### src/rtl/bus_pkg.sv
// Shared definitions for the IF/MEM bus arbiter: FSM state encoding,
// bus read/write control codes and the bus width.
package bus_pkg;

    localparam int BUS_W  = 64;
    localparam int INSN_W = 32;

    // Arbiter FSM states.
    typedef enum logic [1:0] {
        ST_IDLE    = 2'd0,
        ST_BUSY_IF = 2'd1,
        ST_BUSY_DM = 2'd2
    } arb_state_t;

    // Control code 0 means "no access" on both the read and write sides.
    localparam logic [2:0] CTRL_NONE = 3'd0;

    // Read control codes (signed variants sign-extend, *U variants zero-extend).
    localparam logic [2:0] RD_B  = 3'd1;
    localparam logic [2:0] RD_H  = 3'd2;
    localparam logic [2:0] RD_W  = 3'd3;
    localparam logic [2:0] RD_D  = 3'd4;
    localparam logic [2:0] RD_WU = 3'd5;   // 32-bit zero-extended: instruction fetch
    localparam logic [2:0] RD_BU = 3'd6;
    localparam logic [2:0] RD_HU = 3'd7;

    // Write control codes.
    localparam logic [2:0] WR_B = 3'd1;
    localparam logic [2:0] WR_H = 3'd2;
    localparam logic [2:0] WR_W = 3'd3;
    localparam logic [2:0] WR_D = 3'd4;

    // True while an access owns the bus.
    function automatic logic is_busy(input arb_state_t s);
        return (s == ST_BUSY_IF) || (s == ST_BUSY_DM);
    endfunction

endpackage

### src/rtl/arb_timeout_counter.sv
// Counts BUSY cycles without bus_ready and flags the cycle in which the
// access must be aborted. TIMEOUT_CYCLES = 0 disables the abort entirely.
module arb_timeout_counter #(
    parameter int TIMEOUT_CYCLES = 16
) (
    input  logic clk,
    input  logic rst,
    input  logic clear,
    input  logic count_en,
    output logic expire
);

    localparam int W = (TIMEOUT_CYCLES > 1) ? $clog2(TIMEOUT_CYCLES) : 1;
    localparam logic [W-1:0] LAST = (TIMEOUT_CYCLES > 0) ? W'(TIMEOUT_CYCLES - 1) : '0;

    logic [W-1:0] count;

    // Waiting-cycle counter; saturates at LAST, cleared whenever the bus is idle.
    always_ff @(posedge clk) begin
        if (rst || clear) begin
            count <= '0;
        end else if (count_en && (count != LAST)) begin
            count <= count + 1'b1;
        end
    end

    // Abort in the cycle where the count has reached LAST and the bus is still not ready.
    assign expire = (TIMEOUT_CYCLES > 0) && count_en && (count == LAST);

endmodule

### src/rtl/bus_arbiter.sv
// Arbiter sharing one system bus between the IF fetch port and the MEM data
// port. Data normally wins; a fetch that has waited through MAX_DM_STREAK
// data grants is forced through. Each access takes a grant cycle in IDLE
// plus at least one BUSY cycle, and is aborted with bus_err after
// TIMEOUT_CYCLES waiting cycles.
// Optional build macro ARB_PERF_CNT_EN adds grant/conflict performance counters.
//
// Handshake: a requester raises x_req and holds it (with stable address,
// control and data) until x_ready pulses for exactly one cycle; x_rdata is
// valid only in that cycle. The bus side sees ctrl/addr/din held stable for
// the whole BUSY period and completes the access in the first cycle
// bus_ready is high.
module bus_arbiter
    import bus_pkg::*;
#(
    parameter int         MAX_DM_STREAK  = 4,
    parameter int         TIMEOUT_CYCLES = 16,
    parameter logic [2:0] IF_RD_CTRL     = 3'd5
) (
    input  logic              clk,
    input  logic              rst,
    input  logic              if_req,
    input  logic [BUS_W-1:0]  if_addr,
    output logic [INSN_W-1:0] if_rdata,
    output logic              if_ready,
    input  logic              dm_req,
    input  logic [2:0]        dm_rd_ctrl,
    input  logic [2:0]        dm_wr_ctrl,
    input  logic [BUS_W-1:0]  dm_addr,
    input  logic [BUS_W-1:0]  dm_wdata,
    output logic [BUS_W-1:0]  dm_rdata,
    output logic              dm_ready,
    output logic [2:0]        bus_rd_ctrl,
    output logic [2:0]        bus_wr_ctrl,
    output logic [BUS_W-1:0]  bus_addr,
    output logic [BUS_W-1:0]  bus_din,
    input  logic [BUS_W-1:0]  bus_dout,
    input  logic              bus_ready,
    output logic              bus_err,
    output logic              stall_if,
    output logic              stall_mem,
`ifdef ARB_PERF_CNT_EN
    output logic [31:0]       perf_if_grants,
    output logic [31:0]       perf_dm_grants,
    output logic [31:0]       perf_conflict_cycles,
`endif
    output arb_state_t        dbg_state
);

    localparam int SW = (MAX_DM_STREAK > 0) ? $clog2(MAX_DM_STREAK + 1) : 1;
    localparam logic [SW-1:0] STREAK_MAX = SW'(MAX_DM_STREAK);

    arb_state_t       state, state_next;
    logic [SW-1:0]    streak;
    logic [BUS_W-1:0] hold_addr, hold_wdata;
    logic [2:0]       hold_rd, hold_wr;
    logic             grant_if, grant_dm;
    logic             starve;
    logic             expire;

    // Fetch has waited through enough back-to-back data grants.
    assign starve = (MAX_DM_STREAK > 0) && (streak >= STREAK_MAX);

    arb_timeout_counter #(
        .TIMEOUT_CYCLES(TIMEOUT_CYCLES)
    ) u_timeout (
        .clk      (clk),
        .rst      (rst),
        .clear    (~is_busy(state)),
        .count_en (is_busy(state) & ~bus_ready),
        .expire   (expire)
    );

    // State register.
    always_ff @(posedge clk) begin
        if (rst) begin
            state <= ST_IDLE;
        end else begin
            state <= state_next;
        end
    end

    // Next state, grants and all combinational outputs.
    always_comb begin
        state_next  = state;
        grant_if    = 1'b0;
        grant_dm    = 1'b0;
        bus_rd_ctrl = CTRL_NONE;
        bus_wr_ctrl = CTRL_NONE;
        bus_addr    = '0;
        bus_din     = '0;
        if_ready    = 1'b0;
        if_rdata    = '0;
        dm_ready    = 1'b0;
        dm_rdata    = '0;
        bus_err     = 1'b0;
        case (state)
            ST_IDLE: begin
                if (if_req && (!dm_req || starve)) begin
                    grant_if   = 1'b1;
                    state_next = ST_BUSY_IF;
                end else if (dm_req) begin
                    grant_dm   = 1'b1;
                    state_next = ST_BUSY_DM;
                end
            end
            ST_BUSY_IF: begin
                bus_rd_ctrl = hold_rd;
                bus_wr_ctrl = hold_wr;
                bus_addr    = hold_addr;
                bus_din     = hold_wdata;
                if (bus_ready) begin
                    if_ready   = 1'b1;
                    if_rdata   = bus_dout[INSN_W-1:0];
                    state_next = ST_IDLE;
                end else if (expire) begin
                    if_ready   = 1'b1;
                    bus_err    = 1'b1;
                    state_next = ST_IDLE;
                end
            end
            ST_BUSY_DM: begin
                bus_rd_ctrl = hold_rd;
                bus_wr_ctrl = hold_wr;
                bus_addr    = hold_addr;
                bus_din     = hold_wdata;
                if (bus_ready) begin
                    dm_ready   = 1'b1;
                    dm_rdata   = bus_dout;
                    state_next = ST_IDLE;
                end else if (expire) begin
                    dm_ready   = 1'b1;
                    bus_err    = 1'b1;
                    state_next = ST_IDLE;
                end
            end
            default: state_next = ST_IDLE;
        endcase
        // A reset cycle never completes an access, even if bus_ready is high.
        if (rst) begin
            if_ready = 1'b0;
            if_rdata = '0;
            dm_ready = 1'b0;
            dm_rdata = '0;
            bus_err  = 1'b0;
        end
    end

    // Holding registers: capture the winner so the bus is insulated from requester changes.
    always_ff @(posedge clk) begin
        if (rst) begin
            hold_addr  <= '0;
            hold_wdata <= '0;
            hold_rd    <= CTRL_NONE;
            hold_wr    <= CTRL_NONE;
        end else if (grant_if) begin
            hold_addr  <= if_addr;
            hold_wdata <= '0;
            hold_rd    <= IF_RD_CTRL;
            hold_wr    <= CTRL_NONE;
        end else if (grant_dm) begin
            hold_addr  <= dm_addr;
            hold_wdata <= dm_wdata;
            hold_rd    <= dm_rd_ctrl;
            hold_wr    <= dm_wr_ctrl;
        end
    end

    // Streak of data grants taken while a fetch was waiting.
    always_ff @(posedge clk) begin
        if (rst || grant_if) begin
            streak <= '0;
        end else if (grant_dm && if_req && (streak < STREAK_MAX)) begin
            streak <= streak + 1'b1;
        end
    end

    assign stall_if  = if_req & ~if_ready;
    assign stall_mem = dm_req & ~dm_ready;
    assign dbg_state = state;

`ifdef ARB_PERF_CNT_EN
    // Free-running performance counters, wrapping at 2^32.
    always_ff @(posedge clk) begin
        if (rst) begin
            perf_if_grants       <= '0;
            perf_dm_grants       <= '0;
            perf_conflict_cycles <= '0;
        end else begin
            if (grant_if) perf_if_grants <= perf_if_grants + 32'd1;
            if (grant_dm) perf_dm_grants <= perf_dm_grants + 32'd1;
            if (if_req && dm_req) perf_conflict_cycles <= perf_conflict_cycles + 32'd1;
        end
    end
`endif

endmodule

### config.mk
export PLATFORM = sky130hd
export DESIGN_NAME = bus_arbiter
export DESIGN_NICKNAME = d
export VERILOG_FILES = /design/src/rtl/bus_pkg.sv /design/src/rtl/arb_timeout_counter.sv /design/src/rtl/bus_arbiter.sv
export SDC_FILE = /design/constraint.sdc
export NUM_CORES = 1
export LEC_CHECK = 0
export ABC_AREA = 1
export BUFFER_PORTS_ARGS = -buffer_cell sky130_fd_sc_hd__buf_2
export CAP_MARGIN = 5
export CORE_AREA = 2 2 197 199
export CTS_CLUSTER_SIZE = 25
export DETAILED_ROUTE_END_ITERATION = 10
export DIE_AREA = 0 0 199 201
export GPL_TIMING_DRIVEN = 1
export HOLD_SLACK_MARGIN = 0.06
export PLACE_DENSITY = 0.52
export SYNTH_ARGS = -nofsm -noshare
export SYNTH_HDL_FRONTEND = slang
export SYNTH_HIERARCHICAL = 1
export SYNTH_SLANG_ARGS = --single-unit
### constraint.sdc
create_clock -name clk -period 3 [get_ports clk]
set_clock_uncertainty 0.15 [all_clocks]
set_input_delay 0.6 -clock clk [delete_from_list [all_inputs] [get_ports clk]]
set_output_delay 0.6 -clock clk [all_outputs]
set_load 0.1 [all_outputs]
**Word level (Yosys, flattened, before mapping)**

Index checks and enable logic that the tools add are counted.

- $add $sub $neg: 2
- Magnitude comparators: 2
- Eq/ne operators: 6
- Muxes and demuxes: 33
- Bitwise gates (word level): 7
- Reduce and logical (&&, ||, !) cells: 15

Operators by type and width:

| operator | count |
|---|---|
| 2-to-1 mux 64 bit | 7 |
| 2-to-1 mux 32 bit | 3 |
| 2-to-1 mux 1 bit | 14 |
| 2-to-1 mux 3 bit | 4 |
| 2-to-1 mux 2 bit | 4 |
| logical AND 1 bit | 5 |
| adder 4 x 1 -> 4 bit, second input constant | 1 |
| equality test 4 bit, second input constant | 1 |
| logical OR 1 bit | 4 |
| != test 4 bit, second input constant | 1 |
| inverter 1 bit | 4 |
| case mux 2 bit (2 select lines) | 1 |
| OR reduction 2 bit | 2 |
| adder 3 x 1 -> 3 bit, second input constant | 1 |
| bitwise AND 1 bit | 3 |
| >= comparator 3 bit, second input constant | 1 |
| less-than comparator 3 bit, second input constant | 1 |
| != test 3 x 1 -> 1 bit, second input constant | 1 |
| != test 3 bit, second input constant | 1 |
| equality test 2 x 1 -> 1 bit, second input constant | 1 |
| equality test 2 bit, second input constant | 1 |
| logical NOT 2 bit | 1 |
| AND reduction 2 bit | 1 |
| nonzero test 2 bit | 1 |
| logical NOT 1 bit | 1 |

- Flip-flop bits (word level): 143
- Input bits: 267
- Word-level logic and storage cells: 73

**Longest topological paths before layout**

Gate-level depths: netlist (run 1).

- Depth after elaboration: 10
- Mapped depth: 13
- Mapped depth without buffers: 12

**Hierarchy**

Netlist (run 1), hierarchy kept.

By module, submodules not included:

| module | times used | cells an instance | area each (µm²) | seq. area each (µm²) |
|---|---|---|---|---|
| bus_arbiter | 1 | 1318 | 7918.8 | 2782.7 |
| arb_timeout_counter | 1 | 31 | 209.0 | 80.1 |

**Least setup slack after synthesis (run 1)**

OpenSTA, ideal clock, no wires.

- Kind: register -> output
- From: register state[0], in the netlist dbg_state[0]
- To: output port bus_err
- Arrival time: 4963 ps
- Path slack: -2713 ps
- Stages on the path, launching flop included: 10
- Path buffers: 1
- Path through: dfxtp_1 -> inv_1 -> ha_1 -> buf_2 -> inv_1 -> nor2_1 -> inv_1 -> nor2_1 -> inv_1 -> nor4_1

- Longest elaborated chain between the ends: 8
- Elaborated cells between the ends (all ways): 10
- Those cells by class: eq/ne (2); mux (4); bitwise (1); reduce/logical (3)

Ends and longest elaborated chain:

| item | RTL line | text |
|---|---|---|
| start: declaration | bus_arbiter.sv:53 | `arb_state_t state, state_next;` |
| start signal: assignment | bus_arbiter.sv:79 | `state <= state_next;` |
| equality test 2 x 1 -> 1 bit or equality test 2 bit (tied branches) | bus_pkg.sv:35 | `return (s == ST_BUSY_IF) \|\| (s == ST_BUSY_DM);` |
| logical OR 1 bit * | bus_pkg.sv:35 |  |
| bitwise AND 1 bit * | bus_arbiter.sv:70 | `.count_en (is_busy(state) & ~bus_ready),` |
| logical AND 1 bit * | arb_timeout_counter.sv:28 | `assign expire = (TIMEOUT_CYCLES > 0) && count_en && (count == LAST);` |
| via expire | bus_arbiter.sv:59 | `logic expire;` |
| 2-to-1 mux 1 bit * | bus_arbiter.sv:116, bus_arbiter.sv:131 |  |
| 2-to-1 mux 1 bit * | bus_arbiter.sv:112 | `if (bus_ready) begin` |
| 2-to-1 mux 1 bit * | n/a |  |
| 2-to-1 mux 1 bit * | bus_arbiter.sv:140 | `if (rst) begin` |
| end: declaration | bus_arbiter.sv:39 | `output logic bus_err,` |

The timed path passes the listed nets; every way through them passes the cells marked *.

**Final worst setup path (run 1)**

- From: register state[0], in the netlist dbg_state[0]
- To: output port stall_mem

- Longest elaborated chain between the ends: 10
- Elaborated cells between the ends (all ways): 11
- Those cells by class: eq/ne (2); mux (4); bitwise (3); reduce/logical (2)

Ends and longest elaborated chain:

| item | RTL line | text |
|---|---|---|
| equality test 2 x 1 -> 1 bit or equality test 2 bit (tied branches) | bus_pkg.sv:35 |  |
| logical OR 1 bit * | bus_pkg.sv:35 |  |
| bitwise AND 1 bit * | bus_arbiter.sv:70 |  |
| logical AND 1 bit * | arb_timeout_counter.sv:28 |  |
| via expire | bus_arbiter.sv:59 |  |
| 2-to-1 mux 1 bit * | bus_arbiter.sv:131 | `end else if (expire) begin` |
| 2-to-1 mux 1 bit * | n/a |  |
| 2-to-1 mux 1 bit * | bus_arbiter.sv:97 | `case (state)` |
| 2-to-1 mux 1 bit * | bus_arbiter.sv:140 |  |
| inverter 1 bit * | bus_arbiter.sv:179 | `assign stall_mem = dm_req & ~dm_ready;` |
| bitwise AND 1 bit * | bus_arbiter.sv:179 |  |
| end: declaration | bus_arbiter.sv:41 | `output logic stall_mem,` |

Marks and branches as above.

==> results of run 1 <==
-- power by group --
| part | switching (mW) | total (mW) | internal, mW |
|---|---|---|---|
| Sequential | 0.101 | 2.20 | 2.10 |
| Clock | 0.883 | 2.35 | 1.47 |
| Combinational | 2.52 | 3.60 | 1.08 |
-- Yosys cell counts --
cell type,instances
nand2_1,352
inv_1,273
dfxtp_1,143
a21oi_1,136
nand3_1,132
nor2_1,121
nand4_1,65
buf_2,43
clkbuf_1,32
buf_1,13
buf_4,9
buf_6,7
ha_1,5
o21ai_0,5
nand2_2,3
inv_2,2
nand3_2,2
a21oi_4,1
and3_1,1
clkinv_1,1
nand2_4,1
nor4_1,1
xor2_1,1
-- critical path, delay by kind of cell (launching register included) --
kind	cells	cell delay, ns
DFF	1	0.36
buffers and inverters	4	0.39
and+or+nand+nor	5	0.68
adders and majority gates	1	0.28
-- registers in the layout, indices dropped and copies added (netlist names) --
signal and count:
hold_addr 64, u_timeout/count 4, dbg_state 2, hold_wr 3
streak 3, hold_wdata 64, hold_rd 3
-- layer usage --
| metal | routed length, µm | GRT usage [%] | vias to the layer above |
|---|---|---|---|
| met2 | 17700 | 30.03 | 328 |
| met4 | 855 | 6.077 | 0 |
| met1 | 13110 | 17.03 | 4558 |
| met3 | 1989 | 3.327 | 34 |
| li1 | - | - | 4986 |
| met5 | 0 | 0 | - |
-- final timing paths --
| path | endpoint | slack (ns) | cells after the start |
|---|---|---|---|
| worst max-delay path | stall_mem | 0.12 | 10 |
| worst min-delay path | hold_wdata[60]$_SDFFE_PP0N_ | 0.27 | 3 |
| worst max register to register | hold_wdata[33]$_SDFFE_PP0N_ | 0.83 | 6 |
| worst min register to register | hold_wdata[18]$_SDFFE_PP0N_ | 0.31 | 2 |
-- area by class of cell --
class	count	area, µm²
diodes	2	5.005
well taps	518	648.1
fillers	4081	24210
repair buffers	524	4870
multi-input cells	826	3809
flip-flops and latches	143	2870
clock buffers	19	464.2
clock inverters	12	182.7
inverters	276	1044
-- through the flow --
step                cell area (µm²)  hold slack, ns  utilization [%]  instances  setup slack [ns]
CTS                           13840          0.2454            36.33       2317           0.02046
global placement              13200          0.3024            34.63       2286            0.4447
detailed placement            13200          0.3053            34.63       2286            0.3760
finish                        13890          0.2707            36.46       2320            0.1202
global route                  13890          0.2491            36.46       2320          0.005545
floorplan                      8244          0.2947                -       1349           -0.2414
-- cells by family after synthesis --
| kind of cell | count (synthesis) |
|---|---|
| flip-flops | 143 |
| adder cells (fa/ha/maj) | 5 |
| buffers and inverters | 380 |
| XOR/XNOR | 1 |
| AO/OA/AOI/OAI | 142 |
| AND/OR/NAND/NOR | 678 |
-- cells in the final DEF (no fill, tap or decap), drive strengths merged --
cell    count
ha          5
nor4        1
diode       2
nand2     356
a21oi     137
o21ai       5
xor2        1
nand4      65
bufinv      4
buf       523
nor2      121
inv       276
and3        1
clkbuf     20
dfxtp     143
clkinv      8
nand3     134
-- what timing repair did --
item,CTS,global route
endpoints found under the hold margin,0,0
setup endpoints to repair,0,54
hold buffers,0,0
resized for setup,0,4
==> results.tsv, run 1 <==
metric	value	unit
Avg WL per Cell	14.51	µm
Boundary Pins	504	
crit-path cells	inv_4, ha_4, inv_4, nor2_4, inv_1, nor2_2, nor2_1, nor2_4, nor2_4, buf_12	
Setup TNS Final	0	ns
Setup CP Type	flop to primary output	
Pins Over Slew Limit	0	
core area	38110	µm²
final setup vio count	0	
Fin. Hold Viols	0	
Power Total	8.153	mW
area leader, netlist	dfxtp_1	
Distinct cells, synth	23	
initial detailed-routing violation count	499	
most frequent CP cell	nor2_4	
Routed Antenna Nets	0	
CTS sink count	143	
most area-consuming cells after synthesis	dfxtp_1 (35%), nand2_1 (16%), inv_1 (13%), a21oi_1 (8.4%), nand3_1 (8.1%)	
XOR/XNOR Fraction of Synth Area	0.1078	%
synthesized net count	1621	
die width	199	µm
PD cells	586.9	nW/µm²
first-pass iteration count of the detailed router	5	
post-CTS setup repair buffer count	0	
initial antenna violation count	2	
DIE HEIGHT	201	µm
post-route clock period utilization	95.99	%
Crit path required time	2.25	ns
Total Nets Final	2060	
CP Capture Type	primary output	
Hold Path Class	input port to flop	
crit-path max FO	5	
CTS root buf	clkbuf_16	
Slew @ Worst Pin	0.7632	ns
Post-Synthesis Cells	1349	
top cell type's share of synthesized area	35.22	%
Avg Vias per Cell	4.270	
total track usage	15.88	%
max cap viols	0	
initial core utilization	21.33	%
DRC errors left	0	
Seq/Total Area, Yosys	35.22	%
CTS tree	built	
largest net degree at the start of global routing	110	
Max stage delay on crit path	0.36	ns
min cycle time layout	2.880	ns
average size of a mapped cell	6.025	µm²
simple-gate share of the synthesized area	35.75	%
Synth Area in Adders	0.7697	%
synthesized cell area	8128	µm²
area grow syn2layout	70.92	%
total CTS buffers	17	
hold wc startpoint	dm_wdata[60]	
combinational family with the most area after synthesis	simple AND/OR/NAND/NOR gates	
startpoint types	flop	
Lkg Pwr	7.617	nW
CP Launch Point	dbg_state[0]$_SDFFE_PP0P_	
max_slew headroom	49.12	%
Max Fclk	0.3473	GHz
share of layout cells above drive strength 1	32.94	%
GRT overflow	0	
Post-Route WL	33.66	mm
clk buf depth	2	
worst-skew pair later-pin latency	0.42	ns
warning count from the yosys run	6	
vias in the first global route	8920	
Crit-path slowest cell	dfxtp_4	
die area	40000	µm²
Post-DP HPWL	25.37	mm
Worst R2R Start	dbg_state[0]$_SDFFE_PP0P_	
H-tree levels	4	
Site Rows	72	
crit path DAT	2.13	ns
unrepaired setup endpoints after global routing	false	
Compound-Gate Fraction of Synth Area	8.882	%
IO Port Bufs	503	
via count	9906	
post-synthesis mux area share	0	%
RePlAce Congestion	0.8085	
outcome	finished clean	
flops & latches, synth	143	
global-route wire length before repair	49.01	mm
Reg clk slew, reported paths	0.06	ns
peak supply drop	0.3434	mV
(Power assumes the default switching activity.)
==> inputs of run 2 (changes only) <==
--- a/config.mk
+++ b/config.mk
@@ -9,6 +9,7 @@
 export BUFFER_PORTS_ARGS = -buffer_cell sky130_fd_sc_hd__buf_2
 export CAP_MARGIN = 5
 export CORE_AREA = 2 2 197 199
+export CTS_CLUSTER_DIAMETER = 40
 export CTS_CLUSTER_SIZE = 25
 export DETAILED_ROUTE_END_ITERATION = 10
 export DIE_AREA = 0 0 199 201
==> constraint.sdc (replaced) <==
create_clock -name clk -period 3.13 [get_ports clk]
set_clock_uncertainty 0.15 [all_clocks]
set_input_delay 0.626 -clock clk [delete_from_list [all_inputs] [get_ports clk]]
set_output_delay 0.626 -clock clk [all_outputs]
set_load 0.1 [all_outputs]
==> results.tsv, run 2 (same netlist as run 1, synthesis figures left out) <==
metric	value	unit	change
outcome	finished clean		
final cell count without fillers	2318		-0.086%
global-route wire length before repair	50.51	mm	+3.1%
clk buf depth	2		unchanged
unrepaired setup endpoints after global routing	false		
CTS tree	built		
Avg WL per Cell	14.83	µm	+2.2%
initial antenna violation count	7		+5
CP Capture Type	primary output		
first-pass iteration count of the detailed router	5		unchanged
PD cells	547.0	nW/µm²	-6.8%
commonest non-fill, non-tap cell in the layout	buf_2		
total CTS buffers	17		unchanged
Crit path required time	2.35	ns	+0.10 ns
CTS sink count	143		unchanged
commonest non-fill, non-tap cells in the layout	buf_2 (364), nand2_1 (351), inv_1 (270)		
Avg Vias per Cell	4.242		-0.66%
worst-skew pair later-pin latency	0.42	ns	about the same
vias in the first global route	9205		+3.2%
peak supply drop	0.3200	mV	-6.8%
H-tree levels	4		unchanged
largest registers	hold_addr x64, hold_wdata x64, u_timeout/count x4		
initial core utilization	21.33	%	unchanged
core area	38110	µm²	unchanged
CTS root buf	clkbuf_16		
Setup CP Type	flop to primary output		
Hold Path Class	input port to flop		
dpl cells	2280		-0.26%
Reg clk slew, reported paths	0.07	ns	about the same
dpl ws	0.3172	ns	-0.05888 ns
Setup TNS Final	0	ns	unchanged
share of layout cells above drive strength 1	32.50	%	-0.45 points
Clk pwr share	27.1	%	-1.7 points
GRT overflow	0		unchanged
CP bufs+invs	5		+1
Slew @ Worst Pin	0.8012	ns	+0.03801 ns
final setup vio count	0		unchanged
Post-DP HPWL	25.87	mm	+2.0%
post-route clock period utilization	96.07	%	
IO Port Bufs	503		unchanged
max cap viols	0		unchanged
crit-path max FO	5		unchanged
max_slew headroom	46.58	%	-2.5 points
register share of total power	28.1	%	+1.1 points
RePlAce Congestion	0.8293		+2.6%
Max Fclk	0.3326	GHz	
Site Rows	72		unchanged
Max stage delay on crit path	0.39	ns	+0.03 ns
internal power	4.167	mW	-10%
area grow syn2layout	68.92	%	
DIE HEIGHT	201	µm	unchanged
crit path DAT	2.23	ns	+0.10 ns
Post-Route WL	34.37	mm	+2.1%
Logic pwr share	44.8	%	+0.7 points
total track usage	16.54	%	+0.66 points
most frequent CP cell	inv_1		
largest net degree at the start of global routing	136		+24%
via count	9832		-0.75%
initial detailed-routing violation count	464		-7.0%
Lkg Pwr	7.521	nW	-1.3%
Total Nets Final	2053		-0.34%
die width	199	µm	unchanged
switching share of power	44.51	%	+1.5 points
delay-heaviest family, CP	simple AND/OR/NAND/NOR gates		
Routed Antenna Nets	0		unchanged
DRC errors left	0		unchanged
Crit-path slowest cell	nor4_4		
crit-path cells	inv_2, ha_4, inv_4, nor2_4, inv_1, nor2_1, inv_1, nor4_4, buf_12		
Fillers	4077		-0.098%
min cycle time layout	3.007	ns	
Pins Over Slew Limit	0		unchanged
final worst slack	0.1231	ns	+0.002848 ns
sw power	3.343	mW	-4.7%
die area	40000	µm²	unchanged
startpoint types	flop		
Boundary Pins	504		unchanged
Fin. Hold Viols	0		unchanged
[run 2: cell type report]
| class | count | area, µm² | area share (%) |
|---|---|---|---|
| Inverter | 276 | 1041 | 7.582 |
| Tap cell | 518 | 648.1 | 4.721 |
| Clock buffer | 21 | 471.7 | 3.436 |
| Clock inverter | 11 | 105.1 | 0.7655 |
| Timing Repair Buffer | 517 | 4772 | 34.76 |
| Sequential cell | 143 | 2870 | 20.91 |
| Multi-Input combinational cell | 826 | 3806 | 27.72 |
| Antenna cell | 6 | 15.01 | 0.1094 |
[run 2: worst paths after layout]
kind / startpoint / to / slack [ns] / cells after the start
max: dbg_state[1]$_SDFFE_PP0P_ / bus_err / 0.12 / 9
min: dm_wdata[40] / hold_wdata[40]$_SDFFE_PP0N_ / 0.29 / 3
max reg2reg: dbg_state[1]$_SDFFE_PP0P_ / hold_wdata[54]$_SDFFE_PP0N_ / 0.88 / 7
min reg2reg: hold_wdata[19]$_SDFFE_PP0N_ / hold_wdata[19]$_SDFFE_PP0N_ / 0.31 / 2
[run 2: power by group through the flow]
stage,sequential (mW),combinational (mW),clock (mW)
2_1_floorplan,2.16,2.24,0
3_3_place_gp,2.15,3.38,0
3_5_place_dp,2.15,3.40,0
4_1_cts,2.11,3.40,2.11
5_1_grt,2.14,3.59,2.18
6_report,2.11,3.36,2.03
[run 2: tightest hold or removal path, stage by stage]
cell	delay (ns)
buf_2	0.09
nand2_1	0.05
a21oi_1	0.05
[run 2: layer usage]
layer / global-route usage [%] / up-vias / share of wire [%] / wire length [µm]
li1: - / 4978 / - / -
met1: 17.59 / 4483 / 38 / 13090
met2: 30.52 / 322 / 53 / 18250
met3: 3.495 / 49 / 5.5 / 1890
met4: 8.289 / 0 / 3.3 / 1132
met5: 0 / - / 0 / 0
[run 2: metrics by stage]
step | hold WS (ns) | cell area [µm²] | util, % | power [mW]
2_1_floorplan | 0.2947 | 8242 | - | 4.406
3_3_place_gp | 0.3012 | 13130 | 34.46 | 5.522
3_5_place_dp | 0.3055 | 13130 | 34.46 | 5.552
4_1_cts | 0.2642 | 13710 | 35.98 | 7.625
5_1_grt | 0.2746 | 13730 | 36.03 | 7.900
6_report | 0.2901 | 13730 | 36.03 | 7.510
[run 2: timing repair]
| item | in CTS | in global routing |
|---|---|---|
| hold buffers | 0 | 0 |
| setup buffers | 0 | 0 |
| endpoints found under the setup margin | 0 | 2 |
| resized for setup | 0 | 2 |
==> inputs of run 3 (changes only) <==
--- a/config.mk
+++ b/config.mk
@@ -15,7 +15,8 @@
 export DIE_AREA = 0 0 199 201
 export GPL_TIMING_DRIVEN = 1
 export HOLD_SLACK_MARGIN = 0.06
-export PLACE_DENSITY = 0.52
+export PLACE_DENSITY = 0.44
+export RECOVER_POWER = 50
 export SYNTH_ARGS = -nofsm -noshare
 export SYNTH_HDL_FRONTEND = slang
 export SYNTH_HIERARCHICAL = 1
==> results.tsv, run 3 (same netlist as run 1, synthesis figures left out) <==
metric	value	unit	change
outcome	finished, violations left		
failing checks	max-capacitance violations, max-slew violations		
CTS root buf	clkbuf_16		
clk buf depth	2		unchanged
area grow syn2layout	68.72	%	
RePlAce Congestion	0.7500		-9.6%
Worst R2R Setup Slack	0.91	ns	+0.03 ns
max_slew headroom	-3.336	%	-50 points
final setup vio count	0		unchanged
Hold Path Class	input port to flop		
CP Launch Point	dbg_state[1]$_SDFFE_PP0P_		
min cycle time layout	2.989	ns	-0.01770 ns
Slew @ Worst Pin	1.550	ns	+0.7488 ns
DIE HEIGHT	201	µm	unchanged
initial antenna violation count	6		-1
Boundary Pins	504		unchanged
worst-skew pair later-pin latency	0.43	ns	about the same
CP bufs+invs	4		-1
die width	199	µm	unchanged
initial detailed-routing violation count	413		-11%
worst setup path end	bus_din[48]		
CP Capture Type	primary output		
CTS sink count	143		unchanged
critical path depth	6		-3
post-route clock period utilization	95.50	%	-0.57 points
H-tree levels	4		unchanged
initial core utilization	21.33	%	unchanged
startpoint types	flop		
IO Port Bufs	503		unchanged
delay-heaviest family, CP	buffers and inverters		
total track usage	16.95	%	+0.40 points
dpl cells	2284		+0.18%
Avg Vias per Cell	4.231		-0.25%
Fillers	4179		+2.5%
reg2reg path depth	7		unchanged
unrepaired setup endpoints after global routing	true		
Site Rows	72		unchanged
CTS tree	built		
register area	2870	µm²	unchanged
Total Nets Final	2057		+0.19%
max cap viols	1		+1
Routed Antenna Nets	0		unchanged
peak supply drop	0.3561	mV	+11%
largest registers	hold_addr x64, hold_wdata x64, u_timeout/count x4		
DRC errors left	0		unchanged
crit path DAT	2.21	ns	-0.02 ns
Max Fclk	0.3345	GHz	+0.59%
Multi-input gate area	3806	µm²	unchanged
core area	38110	µm²	unchanged
die area	40000	µm²	unchanged
vias in the first global route	9146		-0.64%
Worst R2R Start	dbg_state[1]$_SDFFE_PP0P_		
most frequent CP cell	buf_12		
Power Total	7.403	mW	-1.4%
via count	9816		-0.16%
first-pass iteration count of the detailed router	5		unchanged
crit-path max FO	134		+129
GRT overflow	0		unchanged
Avg WL per Cell	14.99	µm	+1.1%
Setup CP Type	flop to primary output		
Fin. Hold Viols	0		unchanged
largest net degree at the start of global routing	135		-0.74%
PD cells	539.8	nW/µm²	-1.3%
Pins Over Slew Limit	68		+68
Crit path required time	2.35	ns	about the same
Max stage delay on crit path	0.45	ns	+0.06 ns
Crit-path slowest cell	buf_12		
commonest non-fill, non-tap cells in the layout	buf_2 (361), nand2_1 (351), inv_1 (270)		
commonest non-fill, non-tap cell in the layout	buf_2		
crit-path cells	inv_2, ha_4, buf_12, nand2_1, inv_1, buf_12		
global-route wire length before repair	51.49	mm	+1.9%
final cell count without fillers	2320		+0.086%
Reg clk slew, reported paths	0.06	ns	about the same
Post-Route WL	34.78	mm	+1.2%
share of layout cells above drive strength 1	32.41	%	-0.092 points
Lkg Pwr	7.517	nW	about the same
Post-DP HPWL	26.37	mm	+1.9%
RR Endpoint	hold_addr[33]$_SDFFE_PP0P_		
total CTS buffers	17		unchanged
## run 3: cell count changes in the layout (fill, tap and decap cells not counted), sizes merged
cell | previous run | this run
inv | 278 | 275
clkbuf | 23 | 27
buf | 515 | 518
clkinvlp | 4 | 2
## run 3: layer usage
| layer | vias to the layer above | GRT usage (%) | routed length (µm) |
|---|---|---|---|
| met5 | - | 0 | 0 |
| met4 | 0 | 8.875 | 1234 |
| met3 | 44 | 3.579 | 1906 |
| met2 | 314 | 31.84 | 18540 |
| met1 | 4479 | 17.39 | 13090 |
| li1 | 4979 | - | - |
## run 3: how the worst min path moves through the flow
stage / to / slack, ns / from / cells after the start
after global placement: hold_wdata[20]$_SDFFE_PP0N_ / 0.30 / hold_wdata[20]$_SDFFE_PP0N_ / 2
after detailed placement: hold_wdata[7]$_SDFFE_PP0N_ / 0.31 / hold_wdata[7]$_SDFFE_PP0N_ / 2
after global routing: hold_wdata[56]$_SDFFE_PP0N_ / 0.26 / dm_wdata[56] / 3
final: hold_wdata[49]$_SDFFE_PP0N_ / 0.28 / dm_wdata[49] / 3
after CTS: hold_wdata[49]$_SDFFE_PP0N_ / 0.25 / dm_wdata[49] / 3
after floorplan: hold_wdata[10]$_SDFFE_PP0N_ / 0.29 / hold_wdata[10]$_SDFFE_PP0N_ / 2
## run 3: area by class of cell
type | count | area share (%)
timing repair buffer | 521 | 34.94
inverter | 276 | 7.591
multi-input combinational | 826 | 27.76
tap | 518 | 4.726
sequential | 143 | 20.93
clock inverter | 6 | 0.4380
antenna | 6 | 0.1095
clock buffer | 24 | 3.513
## run 3: repair_timing
item,4_1_cts,5_1_grt
hold buffers,0,0
setup endpoints to repair,0,3
resized for setup,0,3
buffers inserted,0,0
## run 3: worst min-delay path: cells and delay by family
kind	cells	cell delay, ns
buffers and inverters	1	0.09
AND/OR/NAND/NOR	1	0.05
AO/OA/AOI/OAI	1	0.05
## run 3: metrics by stage
step	setup WS, ns	area, µm²	utilization (%)	setup TNS (ns)	hold slack [ns]
finish	0.1408	13710	35.99	0	0.2840
CTS	0.007574	13700	35.94	0	0.2496
global placement	0.4984	13160	34.52	0	0.3025
floorplan	-0.1634	8242	-	-12.83	0.2947
global route	-0.001356	13710	35.99	-0.001356	0.2629
detailed placement	0.4395	13160	34.52	0	0.3058
## run 3: where the power goes
part           internal (mW)  leakage, nW  switching (mW)  total [mW]
Sequential              2.02         1.17          0.0967        2.11
Clock                   1.14        0.262           0.789        1.93
Combinational          0.971         6.08            2.39        3.36
